`config.mk`:
```
export PLATFORM = sky130hd
export DESIGN_NAME = spi_peripheral
export DESIGN_NICKNAME = d
export VERILOG_FILES = /design/src/rtl/spi_reg_pkg.sv /design/src/rtl/sync_edge_det.sv /design/src/rtl/spi_peripheral.sv
export SDC_FILE = /design/constraint.sdc
export NUM_CORES = 1
export LEC_CHECK = 0
export BUFFER_PORTS_ARGS = -buffer_cell sky130_fd_sc_hd__buf_2
export CAP_MARGIN = 20
export CORE_UTILIZATION = 40
export DETAILED_ROUTE_END_ITERATION = 8
export PLACE_DENSITY = 0.62
export SETUP_SLACK_MARGIN = 0.05
export SLEW_MARGIN = 10
export SYNTH_ARGS = -nofsm -noshare
export SYNTH_HDL_FRONTEND = slang
export SYNTH_SLANG_ARGS = --single-unit
```
`constraint.sdc`:
```
create_clock -name clk -period 5.54 [get_ports clk]
set_input_delay 1.662 -clock clk [delete_from_list [all_inputs] [get_ports clk]]
set_output_delay 1.662 -clock clk [all_outputs]
set_load 0.01 [all_outputs]
```
`src/rtl/spi_reg_pkg.sv`:
```
// Shared constants and types for the SPI register target feeding pwm_peripheral.
// Frame layout, register addresses, reset value and frame-state encoding.
package spi_reg_pkg;

    localparam int FRAME_BITS = 16;

    localparam logic [6:0] ADDR_EN_OUT_LO = 7'h00;
    localparam logic [6:0] ADDR_EN_OUT_HI = 7'h01;
    localparam logic [6:0] ADDR_EN_PWM_LO = 7'h02;
    localparam logic [6:0] ADDR_EN_PWM_HI = 7'h03;
    localparam logic [6:0] ADDR_DUTY      = 7'h04;

    localparam logic [7:0] REG_RESET = 8'h00;

    typedef struct packed {
        logic       rw;
        logic [6:0] addr;
        logic [7:0] data;
    } spi_frame_t;

    typedef enum logic {
        ST_IDLE,
        ST_FRAME
    } spi_state_t;

endpackage

```
`src/rtl/sync_edge_det.sv`:
```
// Multi-flop synchronizer for one asynchronous pin, with single-cycle rise/fall
// pulses taken between the last synchronizer stage and one extra history flop.
module sync_edge_det #(
    parameter int   SYNC_STAGES = 2,
    parameter logic RESET_VAL   = 1'b0
) (
    input  logic i_clk,
    input  logic i_rst,
    input  logic i_async,
    output logic o_level,
    output logic o_rise,
    output logic o_fall
);

    logic [SYNC_STAGES-1:0] r_sync;
    logic                   r_prev;

    always_ff @(posedge i_clk) begin
        if (i_rst) begin
            r_sync <= {SYNC_STAGES{RESET_VAL}};
            r_prev <= RESET_VAL;
        end else begin
            r_sync <= {r_sync[SYNC_STAGES-2:0], i_async};
            r_prev <= r_sync[SYNC_STAGES-1];
        end
    end

    assign o_level = r_sync[SYNC_STAGES-1];
    assign o_rise  = r_sync[SYNC_STAGES-1] & ~r_prev;
    assign o_fall  = ~r_sync[SYNC_STAGES-1] & r_prev;

endmodule

```
`src/rtl/spi_peripheral.sv`:
```
// SPI mode-0 target writing the five pwm_peripheral control registers from 16-bit frames.
// Define SPI_READBACK_EN to add the cipo pin and register readback on read frames.
module spi_peripheral
    import spi_reg_pkg::*;
#(
    parameter int         SYNC_STAGES = 2,
    parameter logic [6:0] MAX_ADDR    = 7'h04
) (
    input  logic       clk,
    input  logic       rst,
    input  logic       sclk,
    input  logic       copi,
    input  logic       ncs,
`ifdef SPI_READBACK_EN
    output logic       cipo,
`endif
    output logic [7:0] en_reg_out_7_0,
    output logic [7:0] en_reg_out_15_8,
    output logic [7:0] en_reg_pwm_7_0,
    output logic [7:0] en_reg_pwm_15_8,
    output logic [7:0] pwm_duty_cycle
);

    logic w_sclk_rise;
    logic w_sclk_fall;
    logic w_sclk_level;
    logic w_ncs_level;
    logic w_ncs_rise;
    logic w_ncs_fall;
    logic w_copi;

    sync_edge_det #(.SYNC_STAGES(SYNC_STAGES), .RESET_VAL(1'b0)) u_sync_sclk (
        .i_clk   (clk),
        .i_rst   (rst),
        .i_async (sclk),
        .o_level (w_sclk_level),
        .o_rise  (w_sclk_rise),
        .o_fall  (w_sclk_fall)
    );

    sync_edge_det #(.SYNC_STAGES(SYNC_STAGES), .RESET_VAL(1'b1)) u_sync_ncs (
        .i_clk   (clk),
        .i_rst   (rst),
        .i_async (ncs),
        .o_level (w_ncs_level),
        .o_rise  (w_ncs_rise),
        .o_fall  (w_ncs_fall)
    );

    sync_edge_det #(.SYNC_STAGES(SYNC_STAGES), .RESET_VAL(1'b0)) u_sync_copi (
        .i_clk   (clk),
        .i_rst   (rst),
        .i_async (copi),
        .o_level (w_copi),
        .o_rise  (),
        .o_fall  ()
    );

    spi_state_t r_state;
    spi_state_t w_state_nxt;
    logic [15:0] r_shreg;
    logic [4:0]  r_bit_cnt;
    logic        r_overflow;
    spi_frame_t  w_frame;
    logic        w_shift_en;
    logic        w_commit;

    logic [7:0] r_en_out_lo;
    logic [7:0] r_en_out_hi;
    logic [7:0] r_en_pwm_lo;
    logic [7:0] r_en_pwm_hi;
    logic [7:0] r_duty;

    assign w_frame = spi_frame_t'(r_shreg);

    always_ff @(posedge clk) begin
        if (rst) begin
            r_state <= ST_IDLE;
        end else begin
            r_state <= w_state_nxt;
        end
    end

    // A frame only opens on a fresh ncs fall, so sclk activity left over from a reset is ignored.
    always_comb begin
        w_state_nxt = r_state;
        w_shift_en  = 1'b0;
        w_commit    = 1'b0;
        case (r_state)
            ST_IDLE: begin
                if (w_ncs_fall) begin
                    w_state_nxt = ST_FRAME;
                end
            end
            ST_FRAME: begin
                w_shift_en = w_sclk_rise & w_sclk_level & ~w_ncs_level;
                if (w_ncs_rise) begin
                    w_state_nxt = ST_IDLE;
                    w_commit    = (r_bit_cnt == 5'(FRAME_BITS)) & ~r_overflow &
                                  w_frame.rw & (w_frame.addr <= MAX_ADDR);
                end
            end
            default: w_state_nxt = ST_IDLE;
        endcase
    end

    always_ff @(posedge clk) begin
        if (rst) begin
            r_shreg    <= '0;
            r_bit_cnt  <= '0;
            r_overflow <= 1'b0;
        end else if (w_ncs_fall) begin
            r_bit_cnt  <= '0;
            r_overflow <= 1'b0;
        end else if (w_shift_en) begin
            if (r_bit_cnt == 5'(FRAME_BITS)) begin
                r_overflow <= 1'b1;
            end else begin
                r_shreg   <= {r_shreg[14:0], w_copi};
                r_bit_cnt <= r_bit_cnt + 5'd1;
            end
        end
    end

    always_ff @(posedge clk) begin
        if (rst) begin
            r_en_out_lo <= REG_RESET;
            r_en_out_hi <= REG_RESET;
            r_en_pwm_lo <= REG_RESET;
            r_en_pwm_hi <= REG_RESET;
            r_duty      <= REG_RESET;
        end else if (w_commit) begin
            case (w_frame.addr)
                ADDR_EN_OUT_LO: r_en_out_lo <= w_frame.data;
                ADDR_EN_OUT_HI: r_en_out_hi <= w_frame.data;
                ADDR_EN_PWM_LO: r_en_pwm_lo <= w_frame.data;
                ADDR_EN_PWM_HI: r_en_pwm_hi <= w_frame.data;
                ADDR_DUTY:      r_duty      <= w_frame.data;
                default: ;
            endcase
        end
    end

    assign en_reg_out_7_0  = r_en_out_lo;
    assign en_reg_out_15_8 = r_en_out_hi;
    assign en_reg_pwm_7_0  = r_en_pwm_lo;
    assign en_reg_pwm_15_8 = r_en_pwm_hi;
    assign pwm_duty_cycle  = r_duty;

`ifdef SPI_READBACK_EN
    logic [7:0] r_out_shift;
    logic       r_rd_frame;
    logic       r_cipo;
    logic [6:0] w_rd_addr;
    logic [7:0] w_rd_data;

    // The address is complete only once the 8th bit arrives, so it is taken from the shifter plus live copi.
    always_comb begin
        w_rd_addr = {r_shreg[5:0], w_copi};
        w_rd_data = REG_RESET;
        if (w_rd_addr <= MAX_ADDR) begin
            case (w_rd_addr)
                ADDR_EN_OUT_LO: w_rd_data = r_en_out_lo;
                ADDR_EN_OUT_HI: w_rd_data = r_en_out_hi;
                ADDR_EN_PWM_LO: w_rd_data = r_en_pwm_lo;
                ADDR_EN_PWM_HI: w_rd_data = r_en_pwm_hi;
                ADDR_DUTY:      w_rd_data = r_duty;
                default:        w_rd_data = REG_RESET;
            endcase
        end
    end

    always_ff @(posedge clk) begin
        if (rst || w_ncs_level) begin
            r_out_shift <= '0;
            r_rd_frame  <= 1'b0;
            r_cipo      <= 1'b0;
        end else if (w_shift_en && (r_bit_cnt == 5'd7) && !r_shreg[6]) begin
            r_out_shift <= w_rd_data;
            r_rd_frame  <= 1'b1;
        end else if ((r_state == ST_FRAME) && w_sclk_fall && r_rd_frame &&
                     (r_bit_cnt >= 5'd8) && (r_bit_cnt <= 5'd15)) begin
            r_cipo      <= r_out_shift[7];
            r_out_shift <= {r_out_shift[6:0], 1'b0};
        end
    end

    assign cipo = r_cipo;
`endif

endmodule
```
==> results.py <==
metrics = {
    "hold_path": {
        "min_path_cells": 1,
        "min_path_type": "reg -> reg",
    },
    "finish": {
        "nFillCells": 610,
        "diodes": 0,
        "syn2layout_area_growth_pct": 17.4,
        "final_cell_area_um2": 3210,
        "fin_nets": 304,
        "drive_gt1_frac": 0.225,
    },
    "power_and_ir_drop": {
        "p_leak_nw": 1.62,
        "ir_worst_vdd_uv": 169,
        "power_density_nw_per_um2": 307,
        "p_total_mw": 0.987,
    },
    "clocking": {
        "hold_buffers": 0,
        "clk_path_buf_depth": 2,
        "path_clk_slew_ns": 0.08,
        "clock-sinks": 71,
        "tritoncts": "done",
        "cts_buffers": 9,
        "cts_resized": 0,
        "clock_latency_ns": 0.35,
        "htreeDepth": 3,
        "cts_root_buf": "clkbuf_8",
        "post_cts_buffers": 0,
    },
    "setup_path": {
        "crit_fanout": 16,
        "critPathCaptureType": "flip-flop",
        "required_ns": 5.77,
        "worstPathArrival_ns": 3.02,
        "crit_type": "reg -> reg",
        "ff2ff_path_depth": 4,
        "start_kind": "flip-flop",
    },
    "die": {
        "core-area_um2": 6490,
        "die_h_um": 84.7,
        "rows": 29,
        "start_util": 0.421,
        "dieArea_um2": 7180,
        "boundaryPins": 45,
        "chipWidth_um": 84.7,
    },
    "placement": {
        "io_buffers": 44,
        "placed_cell_area_um2": 2990,
        "gp_congestion": 0.715,
        "preCtsSetupSlack_ns": 2.59,
        "dp_hpwl_mm": 3.43,
    },
    "detailed_routing": {
        "routedWlPerCell_um": 13.8,
        "drtPass1Iterations": 6,
        "drc": 0,
        "ant_nets": 0,
        "routed_wirelength_mm": 5.24,
        "num_vias": 1841,
        "avgViaCountPerCell": 4.86,
        "first_iter_violations": 110,
    },
    "global_route": {
        "grt.overflow.total": 0,
        "grt_max_degree": 55,
        "grt_pass1_vias": 1689,
        "antenna_found_initial": 0,
        "grt_usage": 0.156,
        "grt_first_pass_wirelength_mm": 8.63,
    },
    "timing": {
        "hold_viol_final": 0,
        "finalClockSkew_ns": 0.0136,
        "finalSetupViolCount": 0,
        "fin_ws_ns": 2.75,
        "fmax_ghz": 0.358,
        "finalCriticalPeriod_ns": 2.79,
        "rsz0062_at_grt": "no",
        "period_share": 0.504,
        "worst_pin_slew_ns": 1.03,
        "tns_ns": 0,
        "max-slew-margin-rel": 0.302,
        "slew_viol_final": 0,
    },
    "synth": {
        "yosys_warnings": 0,
        "syn_avg_cell_area_um2": 10.7,
        "synth_top_area_frac": 0.519,
        "synth_flop_cell": "dfxtp_1",
        "synth_area_leader_cell": "dfxtp_1",
        "ys_top_cells_by_area": "dfxtp_1, mux2i_1, nand2b_1",
        "async_flop_share": 0,
        "syn_nets": 262,
        "synth_edf_count": 0,
        "syn_inst": 255,
        "yosysMostFrequentCell": "dfxtp_1",
        "yosysSeqAreaShare": 0.519,
        "synth_common_cells": "dfxtp_1, mux2i_1, nand2b_1, nor2_1, clkbuf_1",
        "synth_area_um2": 2740,
        "netlist-cell-type-count": 31,
        "ys_ff_latch": 71,
    },
    "status": {
        "outcome": "completed",
    },
    "job": {
        "cap_viol_max_count": 0,
    },
}
[final cells by class]
class                      instances  area [um2]  share of cell area
clock buffer                       9         124              0.0385
clock inverter                     7        96.3              0.0300
inverter                           3        11.3             0.00350
multi-input combinational        167        1240               0.385
sequential                        71        1420               0.442
tap                               77        96.3              0.0300
timing repair buffer              45         228              0.0708
[through the flow]
stage | utilization | instances | hold slack, ns
after CTS | 0.495 | 379 | 0.413
after global placement | 0.461 | 363 | 0.395
after floorplan | - | 255 | 0.389
final | 0.495 | 379 | 0.411
after global routing | 0.495 | 379 | 0.425
after detailed placement | 0.461 | 363 | 0.395
[state kept, by name, summed over array words and instances, names as in the netlist]
register,cells
en_reg_out_15_8,8
en_reg_out_7_0,8
en_reg_pwm_15_8,8
en_reg_pwm_7_0,8
pwm_duty_cycle,8
r_bit_cnt,5
r_overflow,1
r_shreg,16
r_state,1
u_sync_copi.r_sync,2
u_sync_ncs.r_prev,1
u_sync_ncs.r_sync,2
u_sync_sclk.r_prev,1
u_sync_sclk.r_sync,2
[final timing paths]
kind                                                       from                              end  slack, ns
worst max-delay path            u_sync_ncs.r_sync[1]$_SDFF_PP1_          r_shreg[7]$_SDFFE_PP0P_       2.75
worst min-delay path            u_sync_ncs.r_sync[0]$_SDFF_PP1_  u_sync_ncs.r_sync[1]$_SDFF_PP1_       0.41
worst max register to register  u_sync_ncs.r_sync[1]$_SDFF_PP1_          r_shreg[7]$_SDFFE_PP0P_       2.75
worst min register to register  u_sync_ncs.r_sync[0]$_SDFF_PP1_  u_sync_ncs.r_sync[1]$_SDFF_PP1_       0.41
[cells in the final DEF, fill, tap and decap left out]
master,count
a21oi_1,2
a41oi_1,1
buf_2,44
buf_4,1
bufinv_16,2
clkbuf_8,9
clkinv_2,2
clkinv_4,2
dfxtp_1,71
ha_1,2
inv_1,3
inv_6,1
mux2i_1,56
nand2_1,3
nand2_2,1
nand2b_1,42
nand3_1,3
nand3b_1,1
nand4_1,2
nand4b_1,2
nand4bb_1,1
nor2_1,31
nor2b_1,5
nor3b_1,1
nor3b_2,1
nor4b_4,1
nor4bb_1,1
o21ai_0,1
or2_2,3
or4_1,1
or4_4,1
or4b_1,1
xnor2_1,1
xor2_1,3
[power breakdown]
group / internal, mW / switching [mW] / total [mW]
logic: 0.00791 / 0.00875 / 0.0167
clock network: 0.255 / 0.202 / 0.457
registers: 0.513 / 0.00129 / 0.514
[layer usage]
layer  part of all wire  global-route usage  vias up
met1               0.53               0.222      857
met4              0.022              0.0832        0
li1                   -                   -      936
met5                  0                   0        -
met2               0.41               0.214       39
met3              0.038              0.0403        9
[worst max-delay path, stage by stage (launching register included)]
cell,delay (ns)
dfxtp_1,0.35
nor4bb_1,0.89
nand3_1,0.98
mux2i_1,0.40
nor2_1,0.06
[kinds of logic after synthesis]
| family | count (synthesis) | share of synthesized area |
|---|---|---|
| buf+inv | 17 | 0.0288 |
| mux | 56 | 0.205 |
| flops | 71 | 0.519 |
| xor+xnor | 4 | 0.0128 |
| compound gates | 4 | 0.00868 |
| simple gates | 101 | 0.217 |
| fa+ha+maj | 2 | 0.00914 |
(Power assumes the default switching activity.)
